[src/rtl/rr_arb_mux4.sv]
// rr_arb_mux4: four-input round-robin arbitrating multiplexer with a
// registered output stage.
//
// Each cycle one valid input is picked, starting the search at the round-robin
// pointer. The chosen word is registered on `out`, and its source index is
// registered on `sel`. The output stage behaves as a one-entry buffer. It
// reloads whenever it is empty or being drained, so it runs back-to-back
// without a bubble.
//
// Ports
//   clk        rising-edge clock
//   rst        asynchronous active-high reset
//   in0..in3   candidate data words (WIDTH bits each)
//   in_valid   per-input valid, bit i qualifies in<i>
//   in_ready   per-input accept, at most one bit set (combinational)
//   out        registered selected word
//   sel        registered source index of out
//   out_valid  out/sel hold a word
//   out_ready  downstream consumes out this cycle
//
// Output stage states
//   state    | meaning
//   ST_EMPTY | no word held, out_valid=0, always able to load
//   ST_FULL  | word held on out/sel, out_valid=1, loads only when out_ready

module rr_arb_mux4 #(
    parameter int WIDTH    = 8,
    parameter int SEL_BITS = 2   // must be 2 for four inputs
) (
    input  logic                clk,
    input  logic                rst,
    input  logic [WIDTH-1:0]    in0,
    input  logic [WIDTH-1:0]    in1,
    input  logic [WIDTH-1:0]    in2,
    input  logic [WIDTH-1:0]    in3,
    input  logic [3:0]          in_valid,
    output logic [3:0]          in_ready,
    output logic [WIDTH-1:0]    out,
    output logic [SEL_BITS-1:0] sel,
    output logic                out_valid,
    input  logic                out_ready
);

    typedef enum logic {
        ST_EMPTY = 1'b0,
        ST_FULL  = 1'b1
    } state_t;

    state_t              state_q, state_d;
    logic [WIDTH-1:0]    out_q, out_d;
    logic [SEL_BITS-1:0] sel_q, sel_d;
    logic [1:0]          ptr_q, ptr_d;

    logic                load;
    logic                any_valid;
    logic                grant;
    logic [1:0]          winner;
    logic [1:0]          cand;
    logic [WIDTH-1:0]    win_data;

    // Round-robin search: offsets are walked from farthest to nearest, so
    // the nearest valid index at or after ptr_q is the last one written.
    always_comb begin
        winner    = ptr_q;
        cand      = '0;
        any_valid = |in_valid;
        for (int k = 3; k >= 0; k--) begin
            cand = ptr_q + 2'(k);
            if (in_valid[cand]) begin
                winner = cand;
            end
        end
    end

    always_comb begin
        win_data = in0;
        case (winner)
            2'd0:    win_data = in0;
            2'd1:    win_data = in1;
            2'd2:    win_data = in2;
            default: win_data = in3;
        endcase
    end

    assign load = (state_q == ST_EMPTY) || out_ready;

    // Mask the grant while reset is high. This keeps in_ready quiet even
    // though the empty stage would otherwise offer a load.
    assign grant    = load && any_valid && !rst;
    assign in_ready = grant ? (4'b0001 << winner) : 4'b0000;

    always_comb begin
        state_d = state_q;
        out_d   = out_q;
        sel_d   = sel_q;
        ptr_d   = ptr_q;
        case (state_q)
            ST_EMPTY: begin
                if (any_valid) begin
                    state_d = ST_FULL;
                    out_d   = win_data;
                    sel_d   = SEL_BITS'(winner);
                    ptr_d   = winner + 2'd1;
                end
            end
            ST_FULL: begin
                if (out_ready) begin
                    if (any_valid) begin
                        // Drain and refill in the same cycle.
                        out_d = win_data;
                        sel_d = SEL_BITS'(winner);
                        ptr_d = winner + 2'd1;
                    end else begin
                        // Drain only: data and pointer are left as they were.
                        state_d = ST_EMPTY;
                    end
                end
            end
            default: state_d = ST_EMPTY;
        endcase
    end

    always_ff @(posedge clk or posedge rst) begin
        if (rst) begin
            state_q <= ST_EMPTY;
            out_q   <= '0;
            sel_q   <= '0;
            ptr_q   <= '0;
        end else begin
            state_q <= state_d;
            out_q   <= out_d;
            sel_q   <= sel_d;
            ptr_q   <= ptr_d;
        end
    end

    assign out       = out_q;
    assign sel       = sel_q;
    assign out_valid = (state_q == ST_FULL);

endmodule
[config.mk]
export PLATFORM = sky130hd
export DESIGN_NAME = rr_arb_mux4
export DESIGN_NICKNAME = d
export VERILOG_FILES = /design/src/rtl/rr_arb_mux4.sv
export SDC_FILE = /design/constraint.sdc
export NUM_CORES = 1
export LEC_CHECK = 0
export ABC_AREA = 1
export CAP_MARGIN = 20
export CORE_AREA = 2 2 55 57
export CTS_CLUSTER_SIZE = 24
export DETAILED_ROUTE_END_ITERATION = 7
export DIE_AREA = 0 0 57 59
export GPL_TIMING_DRIVEN = 0
export PLACE_DENSITY_LB_ADDON = 0.08
export SLEW_MARGIN = 25
export SYNTH_ARGS = -nofsm -noshare
export SYNTH_HDL_FRONTEND = slang
export SYNTH_SLANG_ARGS = --single-unit
[constraint.sdc]
create_clock -name clk -period 3.8 [get_ports clk]
set_input_delay 1.14 -clock clk [delete_from_list [all_inputs] [get_ports clk]]
set_output_delay 1.14 -clock clk [all_outputs]
set_load 0.02 [all_outputs]
==> impl_metrics.ini, run 1 <==
[status]
outcome = finished, final reports clean

[critical_path]
crit_buf_inv = 5
path_delay_family = simple AND/OR/NAND/NOR gates
worst_setup_path_end_kind = output port
path_cells = clkdlybuf4s15_1 > nand2_2 > nand2_1 > nand2_1 > nand2_1 > inv_2 > nand2_2 > nand2_2 > nand2_4 > nand2_8 > inv_6 > ha_4 > inv_1 > nor2_1 > buf_4
critical_path.slowest_cell = clkdlybuf4s15_1
required_ns = 2.66
r2r_setup_slack_ns = 1.38
path_max_fanout = 5
slowest_delay_ns = 0.21
path_class = input pin to output port
critPathLaunchType = input pin
critPathArrivalTime_ns = 2.50

[yosys]
synth_edf_count = 0
yosys-top-cells-count = 62 x nand2_1, 16 x inv_1, 13 x dfrtp_1
synth.most_common_cell = nand2_1
synth_top_area_share_pct = 32.02
ys.flop_type = dfrtp_1
ys_seq_elements = 13
synth.area.top_cells = dfrtp_1 32%, nand2_1 23%, ha_1 6.2%
synth_top_area_cell = dfrtp_1
syn_avg_cell_area_um2 = 6.471
syn_nets = 201
syn_area_mm2 = 0.001016
synthCells = 157
ys_types = 21
seq_area_frac_synth_pct = 32.02
yosysWarnings = 0
async_flop_share_pct = 100.0

[timing]
slew_viol_final = 0
finalCritPeriodShare_pct = 95.71
fmax_ghz = 0.2749
finalHoldViolCount = 0
rsz0062_at_grt = false
setup_viol = 0
tightest_slew_ns = 0.5238
period_minus_slack_ns = 3.637
layout_setup_ws_ns = 0.1629
fin_worst_skew_ns = 0.003873
relSlewSlack_pct = 65.04

[power]
p_leak_uw = 0.0008317
vdd_ir_drop_max_mv = 0.7109
powerDensity_mw_per_mm2 = 921.9

[die]
initial_core_util_pct = 37.49
die_h_um = 59
io_pins = 54
die_area_mm2 = 0.003363
die_x_um = 57
core_mm2 = 0.002710
row_count = 19

[place]
routabilityCongestion = 0.8564
place_inst = 241
dpl.hpwl_um = 2382
port_buffers = 53
place_area_mm2 = 0.001585
dp_slack_ns = -0.9967

[finish]
num_antenna_cells = 0
syn2layout_area_growth_pct = 70.44
final_area_mm2 = 0.001732
drive_gt1_share_pct = 22.37
num-fill-cells = 257
layout.nets = 264
final_cells = 250

[grt]
grt_pass1_wl_um = 4968
grt.overflow.total = 0
grt_max_degree = 15
grt_usage_pct = 18.51
antenna_found_initial = 0
grt_pass1_vias = 1198

[cts]
numCtsBuffers = 3
htreeDepth = 1
cts_buffer_depth = 2
clockRootBuffer = clkbuf_4
path_clk_slew_ns = 0.07
cts_tree = done
cts_hold_buf = 0
clk_latency_ns = 0.27
clkSinkCount = 13

[route]
vias = 1223
via_per_inst = 4.892
routedWlPerCell_um = 12.50
antenna_left = 0
dr.pass1.iters = 4
drtIter0Drc = 43
drc = 0
wl_um = 3124

[run]
maxCapViolations = 0

[hold_path]
hold_class = flip-flop to flip-flop
## routing by layer
layer | vias up | track usage [%] | share of wire (%)
met4 | 0 | 4.983 | 1.3
met2 | 41 | 34.15 | 49
li1 | 621 | - | -
met1 | 554 | 22.45 | 43
met5 | - | 0 | 0
met3 | 7 | 2.838 | 6.0
## placed cells by master (no fill, tap or decap), types with 2 or more instances in the layout
cell type         n
nand2_1          58
clkdlybuf4s50_1  45
buf_4            13
dfrtp_1          13
inv_1            10
nand2_2          10
a21oi_1           8
a31oi_1           8
inv_2             7
o21ai_1           6
nand3_1           6
o21ai_0           4
nand3_2           4
nor2_1            4
ha_4              3
clkbuf_4          3
clkbuf_1          2
ha_1              2
clkdlybuf4s15_1   2
clkbuf_2          2
## worst min-delay path, delay by kind of cell (launching register included)
family,cells,cell delay (ns)
flops,1,0.35
simple gates,2,0.10
## layout make-up
type	instances	area (um2)	area share [%]
multi-input cells	118	659.4	38.08
repair buffers	61	570.5	32.95
flip-flops and latches	13	325.3	18.79
inverters	19	83.83	4.841
well taps	31	38.79	2.240
plain buffers	4	27.53	1.590
clock buffers	4	26.28	1.517
## per-stage QoR
step,TNS (ns),utilization (%),total power [uW],hold WS [ns]
after floorplan,0,-,930.5,0.5687
after global placement,-3.338,58.49,1209,0.4620
after detailed placement,-3.452,58.49,1243,0.4729
after CTS,0,62.83,1532,0.4922
after global routing,0,63.90,1746,0.5211
final,0,63.90,1596,0.4839
## repair_timing
action / 4_1_cts / 5_1_grt
buffers inserted: 7 / 1
pin swaps: 10 / 9
gates resized for setup: 42 / 13
endpoints found under the setup margin: 4 / 4
## sequential cells by signal (all words and copies together), names as in the netlist
name / cells
sel: 2
ptr_q: 2
out: 8
out_valid: 1
## power by group
group	internal, uW	switching, uW	total [uW]
combinational	544	723	1270
clock	40.7	42.3	83.0
sequential	204	42.4	246
total	789	807	1600
## kinds of logic after synthesis
logic type | count (synthesis) | synth area share (%)
AOI/OAI and AO/OA | 28 | 15.40
adders and majority gates | 5 | 6.158
buffers and inverters | 26 | 11.58
DFF | 13 | 32.02
and+or+nand+nor | 85 | 34.85
## path summary, 6_finish.rpt
path | startpoint | to | depth (start not counted)
worst min-delay path | out[2] | out[2] | 2
worst min register to register | out[2] | out[2] | 2
worst max-delay path | in_valid[1] | in_ready[2] | 15
worst max register to register | ptr_q[1] | out[0] | 15
min in group asynchronous | rst | out_valid | 2
max in group asynchronous | rst | out[1] | 2
(Power assumes the default switching activity.)
==> run 2, diff against run 1 <==
--- a/config.mk
+++ b/config.mk
@@ -13,6 +13,7 @@
 export DIE_AREA = 0 0 57 59
 export GPL_TIMING_DRIVEN = 0
 export PLACE_DENSITY_LB_ADDON = 0.08
+export SKIP_CTS_REPAIR_TIMING = 1
 export SLEW_MARGIN = 25
 export SYNTH_ARGS = -nofsm -noshare
 export SYNTH_HDL_FRONTEND = slang
==> run 2 against run 1 <==
Compared with the run above:
- critical path depth grew 1
- maximum frequency grew 0.27%
- total power shrank 1.2%
- cell count shrank 0.80%
- worst hold slack is essentially flat
- die area is the same
- clock power shrank 0.8%
==> impl_metrics.ini, run 2 (synthesis results as in run 1) <==
[power]
p_total_uw = 1578
powerDensity_mw_per_mm2 = 904.0
vdd_ir_drop_max_mv = 0.7277
p_leak_uw = 0.0008609

[place]
routabilityCongestion = 0.8564
place_area_mm2 = 0.001585
dp_slack_ns = -0.9967
dpl.hpwl_um = 2382
port_buffers = 53

[timing]
tightest_slew_ns = 0.5173
fmax_ghz = 0.2757
hold_slack_ns = 0.4837
layout_setup_ws_ns = 0.1726
finalCritPeriodShare_pct = 95.46
finalHoldViolCount = 0
period_minus_slack_ns = 3.627
slew_viol_final = 0
setup_viol = 0
relSlewSlack_pct = 65.47
fin_worst_skew_ns = 0.004077

[cts]
clkSinkCount = 13
htreeDepth = 1
numCtsBuffers = 3
clockRootBuffer = clkbuf_4
clk_latency_ns = 0.27
cts_buffer_depth = 2
path_clk_slew_ns = 0.07
cts_tree = done

[grt]
grt_pass1_vias = 1109
grt_usage_pct = 17.08
grt.overflow.total = 0
grt_pass1_wl_um = 4602
antenna_found_initial = 0
grt_max_degree = 15

[finish]
final_cell_mix = 58 x nand2_1, 45 x clkdlybuf4s50_1, 13 x dfrtp_1
syn2layout_area_growth_pct = 71.80
num-fill-cells = 261
final_area_mm2 = 0.001745
final_common_cell = nand2_1
layout.nets = 262
largest_reg_flops = 8
num_antenna_cells = 0
drive_gt1_share_pct = 20.74

[die]
core_mm2 = 0.002710
die_area_mm2 = 0.003363
io_pins = 54
initial_core_util_pct = 37.49
die_x_um = 57
row_count = 19
die_h_um = 59

[critical_path]
crit_buf_inv = 6
path_max_fanout = 5
crit_cells = 16
critPathLaunchType = input pin
path_common_cell = nand2_2
reg2reg_depth = 15
path_delay_family = simple AND/OR/NAND/NOR gates
required_ns = 2.66
path_class = input pin to output port
critical_path.slowest_cell = buf_4
slowest_delay_ns = 0.15
worst_setup_path_end_kind = output port
path_cells = dlymetal6s2s_1 > inv_1 > nand2_2 > nand3_2 > nand2_1 > inv_1 > nand2_1 > nand2_2 > nand2_2 > nand2_2 > nand2_4 > inv_4 > ha_4 > inv_1 > nor2_1 > buf_4
critPathArrivalTime_ns = 2.49

[status]
outcome = finished, final reports clean

[hold_path]
hold_depth = 2
hold_class = flip-flop to flip-flop

[route]
antenna_left = 0
wl_um = 3029
drtIter0Drc = 41
routedWlPerCell_um = 12.21
vias = 1188
drc = 0
dr.pass1.iters = 5
via_per_inst = 4.790

[run]
maxCapViolations = 0
run 2: worst register-to-register path: stages, from the launching register on:
cell      delay [ns]
dfrtp_1         0.51
inv_2           0.11
nand2_1         0.07
nand2_1         0.06
nand2_1         0.08
nand2_1         0.05
nand2_1         0.07
nand2_2         0.07
nand2_2         0.06
nand2_2         0.06
nand2_4         0.13
ha_1            0.16
clkbuf_1        0.30
inv_1           0.20
o21ai_0         0.22
nand2_1         0.07
run 2: report_power, final:
part	switching, uW	internal (uW)	total (uW)
Sequential	42.7	204	247
Clock	41.6	40.6	82.3
Combinational	715	534	1250
Total	799	779	1580
run 2: per-layer routing:
metal  up-vias  GRT usage (%)  part of all wire (%)
met5         -              0                     0
met4         0          4.983                  0.13
met3         2          2.838                   7.2
met2        46          30.21                    51
met1       521          21.50                    42
li1        619              -                     -
run 2: final timing paths:
kind | start | endpoint | slack (ns)
min in group asynchronous | rst | out_valid | 1.20
max reg2reg | ptr_q[1] | out[0] | 1.45
min | out[2] | out[2] | 0.48
min reg2reg | out[2] | out[2] | 0.48
max in group asynchronous | rst | out[1] | 2.25
max | in_valid[1] | in_ready[0] | 0.17
run 2: layout make-up:
type | count | area [um2] | area share [%]
Timing Repair Buffer | 59 | 575.6 | 32.97
Inverter | 19 | 83.83 | 4.803
Clock buffer | 4 | 26.28 | 1.505
Sequential cell | 13 | 325.3 | 18.64
Buffer | 4 | 27.53 | 1.577
Multi-Input combinational cell | 118 | 668.1 | 38.28
Tap cell | 31 | 38.79 | 2.222
run 2: metrics by stage:
step                std cells  utilization, %    TNS, ns
floorplan                 157               -          0
global placement          241           58.49     -3.338
detailed placement        241           58.49     -3.452
CTS                       245           59.46     -3.536
global route              248           64.40  -0.003806
finish                    248           64.40          0
==> run 3, diff against run 2 <==
==> constraint.sdc (replaced) <==
create_clock -name clk -period 3.8 [get_ports clk]
set_input_delay 0.38 -clock clk [delete_from_list [all_inputs] [get_ports clk]]
set_output_delay 0.38 -clock clk [all_outputs]
set_load 0.02 [all_outputs]
==> run 3 against run 2 <==
Compared with the run above:
- clock skew fell by 0.0012 ns
- maximum frequency rose by 11%
- clock power fell by 0.6%
- flip-flop and latch count did not move
- cell count fell by 1.2%
- sequential share of layout area rose by 1.5 points
- largest cell class unchanged
- highest routed layer unchanged
==> impl_metrics.ini, run 3 (synthesis results as in run 1) <==
[finish]
largest_reg_flops = 8
final_cell_mix = 62 x nand2_1, 53 x clkdlybuf4s50_1, 16 x inv_1
num_antenna_cells = 0
final_cells = 245
drive_gt1_share_pct = 8.411
final_common_cell = nand2_1
layout.nets = 259
syn2layout_area_growth_pct = 58.62

[power]
p_total_uw = 1318
powerDensity_mw_per_mm2 = 817.8
vdd_ir_drop_max_mv = 0.6052
p_leak_uw = 0.0007774

[die]
io_pins = 54
die_area_mm2 = 0.003363
core_mm2 = 0.002710
initial_core_util_pct = 37.49
row_count = 19
die_h_um = 59
die_x_um = 57

[cts]
cts_tree = done
clockRootBuffer = clkbuf_4
path_clk_slew_ns = 0.07
htreeDepth = 1
clk_latency_ns = 0.27
numCtsBuffers = 3
clkSinkCount = 13
cts_buffer_depth = 2

[route]
drc = 0
wl_um = 2826
dr.pass1.iters = 5
via_per_inst = 4.673
drtIter0Drc = 34
vias = 1145
routedWlPerCell_um = 11.53
antenna_left = 0

[run]
maxCapViolations = 0

[critical_path]
crit_buf_inv = 7
slowest_delay_ns = 0.61
critPathArrivalTime_ns = 2.90
worst_setup_path_end_kind = output port
required_ns = 3.42
path_delay_family = buffers and inverters
critPathLaunchType = input pin
critical_path.slowest_cell = clkdlybuf4s50_1
path_cells = clkdlybuf4s50_1 > inv_1 > nand2_1 > nand3_1 > nand2_1 > inv_1 > nand2_1 > nand2_2 > nand3_1 > nand2_2 > inv_1 > ha_1 > clkbuf_1 > inv_1 > nor2_1 > clkdlybuf4s50_1
path_max_fanout = 9
path_common_cell = inv_1
path_class = input pin to output port

[timing]
finalCritPeriodShare_pct = 86.34
final.setup.tns_ns = 0
slew_viol_final = 0
rsz0062_at_grt = false
relSlewSlack_pct = 66.44
fin_worst_skew_ns = 0.002854
period_minus_slack_ns = 3.281
setup_viol = 0
finalHoldViolCount = 0
tightest_slew_ns = 0.5029
fmax_ghz = 0.3048

[place]
routabilityCongestion = 0.8564
place_inst = 241
port_buffers = 53
dpl.hpwl_um = 2382

[hold_path]
hold_class = input pin to async pin

[grt]
antenna_found_initial = 0
grt_pass1_wl_um = 4602
grt.overflow.total = 0
grt_max_degree = 15
grt_pass1_vias = 1109
grt_usage_pct = 17.08

[status]
outcome = finished, final reports clean
[run 3: power breakdown]
part / switching, uW / internal [uW]
registers: 41.1 / 204
clock network: 41.2 / 40.6
logic: 600 / 391
total: 682 / 636
[run 3: worst paths after layout]
path | startpoint | slack (ns) | cells past startpoint | end
worst max-delay path | in_valid[1] | 0.52 | 16 | in_ready[0]
worst min-delay path | rst | 0.44 | 2 | out_valid
worst max register to register | ptr_q[0] | 1.49 | 15 | out[0]
worst min register to register | out[2] | 0.48 | 2 | out[2]
max in group asynchronous | rst | 3.02 | 2 | out[1]
min in group clk | out[2] | 0.48 | 2 | out[2]
[run 3: layout make-up]
cell class	instances	area, um2
Inverter	19	78.83
Sequential cell	13	325.3
Timing Repair Buffer	53	530.5
Fill cell	268	1099
Tap cell	31	38.79
Multi-Input combinational cell	118	573.1
Clock buffer	4	26.28
Buffer	7	38.79
[run 3: per-stage QoR]
stage | util [%] | instance area (um2) | hold slack (ns) | setup slack [ns]
2_1_floorplan | - | 1016 | 0.2652 | 1.551
3_3_place_gp | 58.49 | 1585 | 0.4620 | 0.5691
3_5_place_dp | 58.49 | 1585 | 0.4729 | 0.5233
4_1_cts | 59.46 | 1612 | 0.4497 | 0.5043
5_1_grt | 59.46 | 1612 | 0.4791 | 0.2450
6_report | 59.46 | 1612 | 0.4368 | 0.5189
[run 3: per-layer routing]
metal  vias to the layer above  wire length [um]  track usage (%)
met3                         2               159            2.838
met5                         -                 0                0
met2                        32              1374            30.21
met4                         0                 4            4.983
met1                       499              1287            21.50
li1                        612                 -                -
==> RTL change 1: new RTL, settings of run 1 <==
Change the parameter `WIDTH` from 8 to 12.
--- a/src/rtl/rr_arb_mux4.sv
+++ b/src/rtl/rr_arb_mux4.sv
@@ -24,7 +24,7 @@
 //   ST_FULL  | word held on out/sel, out_valid=1, loads only when out_ready
 
 module rr_arb_mux4 #(
-    parameter int WIDTH    = 8,
+    parameter int WIDTH    = 12,
     parameter int SEL_BITS = 2   // must be 2 for four inputs
 ) (
     input  logic                clk,
Interface: changed (5 resized); port bits go from 54 to 74. No check against the original RTL was run, so the function may have changed too.
==> RTL change 1 against run 1 <==
  * Synthesized area up 22%
  * Wire length grew 43%
  * Clock power grew 18%
  * Power rose by 32%
  * Register-to-register slack got worse by 0.26 ns
  * Final area increased by 30%
  * Hold slack improved by 0.0035 ns
  * Cell count grew 25%
  * Synthesized cell count rose by 24%
  * Critical path depth did not move
  * Worst setup slack worse by 0.14 ns
  * Sequential cell count up 4
  * Critical path type unchanged
  * Largest power group unchanged
==> RTL change 1: results (changes against run 1) <==
metric	value	unit	change
status	finished, final reports clean		
nets	342		+30%
use_met2	0.438		+0.0969
placed_cell_area	0.00201	mm2	+27%
drtIter0Drc	74		+72%
first_pass_iters	5		+1
dp_hpwl	2890	um	+21%
ys_types	20		-4.8%
irDropWorstVdd	0.949	mV	+34%
hold_ws	0.487	ns	+0.00350 ns
skew	0.0144	ns	+0.0105 ns
arrival	2.63	ns	+0.13 ns
met1_length	1720	um	+27%
final_area	0.00225	mm2	+30%
timing.reg2reg.setup_slack	1.12	ns	-0.26 ns
use_met3	0.0568		+0.0284
grt_util_met1	0.304		+0.0798
fin_cells	312		+25%
syn_nets	254		+26%
dp_slack	-1.19	ns	-0.196 ns
yosys-top-cells-area	dfrtp_1 (34%), nand2_1 (25%), a31oi_1 (6.1%), o21ai_0 (5.7%), inv_1 (5.1%)		
fillers	184		-28%
grt_pass1_vias	1492		+25%
drive_above_1_share	0.214		-0.0102
grt_max_degree	19		+4
wl_met3	407	um	+120%
place_inst	298		+24%
wl_per_cell	14.4	um	+15%
synth_compound_area_frac	0.183		+0.0287
cp_slowest_cell	dlygate4sd2_1		
clk_pin_slew	0.09	ns	+0.02 ns
tightest_slew	0.490	ns	-0.0337 ns
vias	1624		+33%
leakage	1.04	nW	+25%
netlist_top_cells_count	nand2_1 (84), dfrtp_1 (17), inv_1 (17), o21ai_0 (14)		
==> RTL change 1: cell types whose count changed in the layout (fill, tap and decap cells not counted), sizes merged, moves of 2 or more <==
cell           change
nand3              -3
a21oi              +4
a31oi              +4
nand2             +19
clkinv             +2
clkdlybuf4s50     +20
dfrtp              +4
dlygate4sd2        +3
buf                +5
o21ai              +5
==> RTL change 1: report_power, final <==
group | leakage (nW) | internal, mW | total, mW | switching, mW
sequential | 0.207 | 0.269 | 0.326 | 0.0569
combinational | 0.819 | 0.707 | 1.68 | 0.971
clock | 0.0177 | 0.0392 | 0.0981 | 0.0590
==> RTL change 1: cell type report <==
type,count,area (um2),area share
Buffer,6,32.5,0.0144
Clock buffer,3,22.5,0.00999
Clock inverter,1,5.00,0.00222
Inverter,20,83.8,0.0372
Multi-Input combinational cell,148,811,0.360
Sequential cell,17,425,0.189
Tap cell,31,38.8,0.0172
Timing Repair Buffer,86,835,0.370
==> RTL change 1: worst paths after layout <==
path / from / to / cells past startpoint
min in group asynchronous: rst / out[11] / 2
min reg2reg: out[9] / out[9] / 2
max in group asynchronous: rst / out[6] / 3
max reg2reg: ptr_q[0] / out[7] / 16
max: in_valid[1] / in_ready[0] / 15
min: out[9] / out[9] / 2
==> RTL change 1: worst reg2reg max path, delay by kind of cell, from the launching register on <==
family	cells	cell delay [ns]
adders and majority gates	1	0.20
AOI/OAI and AO/OA	4	0.56
buffers and inverters	3	0.75
and+or+nand+nor	8	0.71
DFF	1	0.41
==> RTL change 1: repair_timing <==
action | 4_1_cts | 5_1_grt
endpoints found under the setup margin | 4 | 4
pin swaps | 14 | 11
buffers inserted | 4 | 9
resized for setup | 51 | 11
==> RTL change 2: new RTL, settings of run 1 <==
Without the edit above. Make the reset (`rst`) synchronous in one clocked block. Comments in the files are not updated.
--- a/src/rtl/rr_arb_mux4.sv
+++ b/src/rtl/rr_arb_mux4.sv
@@ -120,7 +120,7 @@
         endcase
     end
 
-    always_ff @(posedge clk or posedge rst) begin
+    always_ff @(posedge clk) begin
         if (rst) begin
             state_q <= ST_EMPTY;
             out_q   <= '0;
Function: differs if rst is asserted again (counterexample within 4 cycles, from zero or initial values and one cycle with rst high); with rst held inactive, the same outputs for 10 cycles.
==> RTL change 2 against run 1 <==
  * Non-clock buffer count down 1
  * Worst setup slack worse by 0.0069 ns
  * Wire length rose by 1.7%
  * Largest power group unchanged
  * Cell count up 1.2%
  * Power is 21% lower
  * Final area fell by 4.0%
  * Synthesized area down 2.8%
  * Global-route usage grew 1.4 points
  * Sequential cell count unchanged
  * Critical path depth fell by 6
==> RTL change 2: results (changes against run 1) <==
metric	value	unit	change
status	finished, final reports clean		
grt_pass1_vias	1232		+2.8%
first_pass_iters	6		+2
grt_antenna_before_repair	0		unchanged
drtIter0Drc	46		+7.0%
placed_cell_area	0.00156	mm2	-1.8%
ant_nets	0		unchanged
grt_first_pass_wirelength	5330	um	+7.3%
leakage	0.747	nW	-10%
p_sw_frac	0.474		-0.0320
dp_hpwl	2430	um	+1.9%
routed_via_density	4.92		+0.67%
irDropWorstVdd	0.567	mV	-20%
clk_pin_slew	0.07	ns	about the same
syn_nets	206		+2.5%
largest_reg_flops	8		unchanged
yosys-top-cells-area	dfxtp_1 (26%), nand2_1 (22%), a21oi_1 (9.1%), a31o_2 (7.1%), inv_1 (6.8%)		
async_reset_ff_frac	0		-1.00
yosysSeqAreaShare	0.264		-0.0566
drive_above_1_share	0.203		-0.0210
htree_levels	1		unchanged
netlist_top_cells_count	nand2_1 (57), a21oi_1 (18), inv_1 (18), dfxtp_1 (13)		
critPathMaxFanout	10		+5
numCtsBuffers	3		unchanged
arrival	2.50	ns	about the same
skew	0.00718	ns	+0.00331 ns
n_antenna_cell	0		unchanged
grt_usage	0.200		+0.0145
clock_latency	0.27	ns	about the same
nets	267		+1.1%
io_buffers	53		unchanged
wirelength	3180	um	+1.7%
relSlewSlack	0.678		+0.0279
gp_congestion	0.767		-10%
grt_max_degree	11		-4
drc	0		unchanged
clk_path_buf_depth	2		unchanged
ys_types	21		unchanged
yosys_warnings	0		unchanged
## RTL change 2: path summary, 6_finish.rpt
kind / from / endpoint / slack, ns / cells past startpoint
max: out_ready / in_ready[1] / 0.16 / 9
min reg2reg: sel[0] / sel[0] / 0.49 / 2
max reg2reg: ptr_q[1] / out[2] / 1.20 / 17
min: sel[0] / sel[0] / 0.49 / 2
## RTL change 2: routing by layer
| layer | up-vias | part of all wire | global-route usage |
|---|---|---|---|
| li1 | 641 | - | - |
| met1 | 557 | 0.44 | 0.253 |
| met2 | 44 | 0.50 | 0.356 |
| met3 | 4 | 0.052 | 0.0284 |
| met4 | 0 | 0.0044 | 0.0532 |
| met5 | - | 0 | 0 |
## RTL change 2: critical path: stages
cell             delay [ns]
clkdlybuf4s50_1        0.46
inv_1                  0.04
nand2_1                0.06
inv_1                  0.06
nor2_4                 0.18
buf_6                  0.18
nand2_1                0.11
nor2_1                 0.12
buf_4                  0.15
## RTL change 2: per-stage QoR
step                      setup WS [ns]  std cells  TNS (ns)  hold WS [ns]
after detailed placement          -1.12        246     -3.89         0.469
after global routing             0.0159        253         0         0.519
after floorplan                   0.107        162         0         0.548
after global placement            -1.01        246     -3.57         0.478
final                             0.156        253         0         0.488
after CTS                        0.0771        252         0         0.490
## RTL change 2: power by group through the flow
| stage | Sequential, mW | Clock (mW) | Combinational, mW |
|---|---|---|---|
| 4_1_cts | 0.222 | 0.0891 | 0.905 |
| 2_1_floorplan | 0.274 | 0 | 0.471 |
| 3_5_place_dp | 0.223 | 0 | 0.797 |
| 5_1_grt | 0.229 | 0.0946 | 1.04 |
| 3_3_place_gp | 0.222 | 0 | 0.776 |
| 6_report | 0.222 | 0.0848 | 0.948 |
## RTL change 2: what timing repair did
item / in CTS / in global routing
gates resized for setup: 35 / 16
buffers inserted: 5 / 1
setup endpoints to repair: 4 / 4
pin swaps: 3 / 4
## RTL change 2: final cells by class
class / instances / area [um2]
Buffer: 5 / 33.8
Clock buffer: 4 / 26.3
Timing Repair Buffer: 59 / 546
Sequential cell: 13 / 260
Fill cell: 261 / 1050
Multi-Input combinational cell: 120 / 674
Tap cell: 31 / 38.8
Inverter: 21 / 83.8
## RTL change 2: logic make-up (layout without fill, tap and decap cells)
kind of cell	after synthesis	count (layout)	synth area share
buf+inv	29	89	0.122
flops	13	13	0.264
fa+ha+maj	5	5	0.0634
compound gates	40	40	0.241
simple gates	75	75	0.311
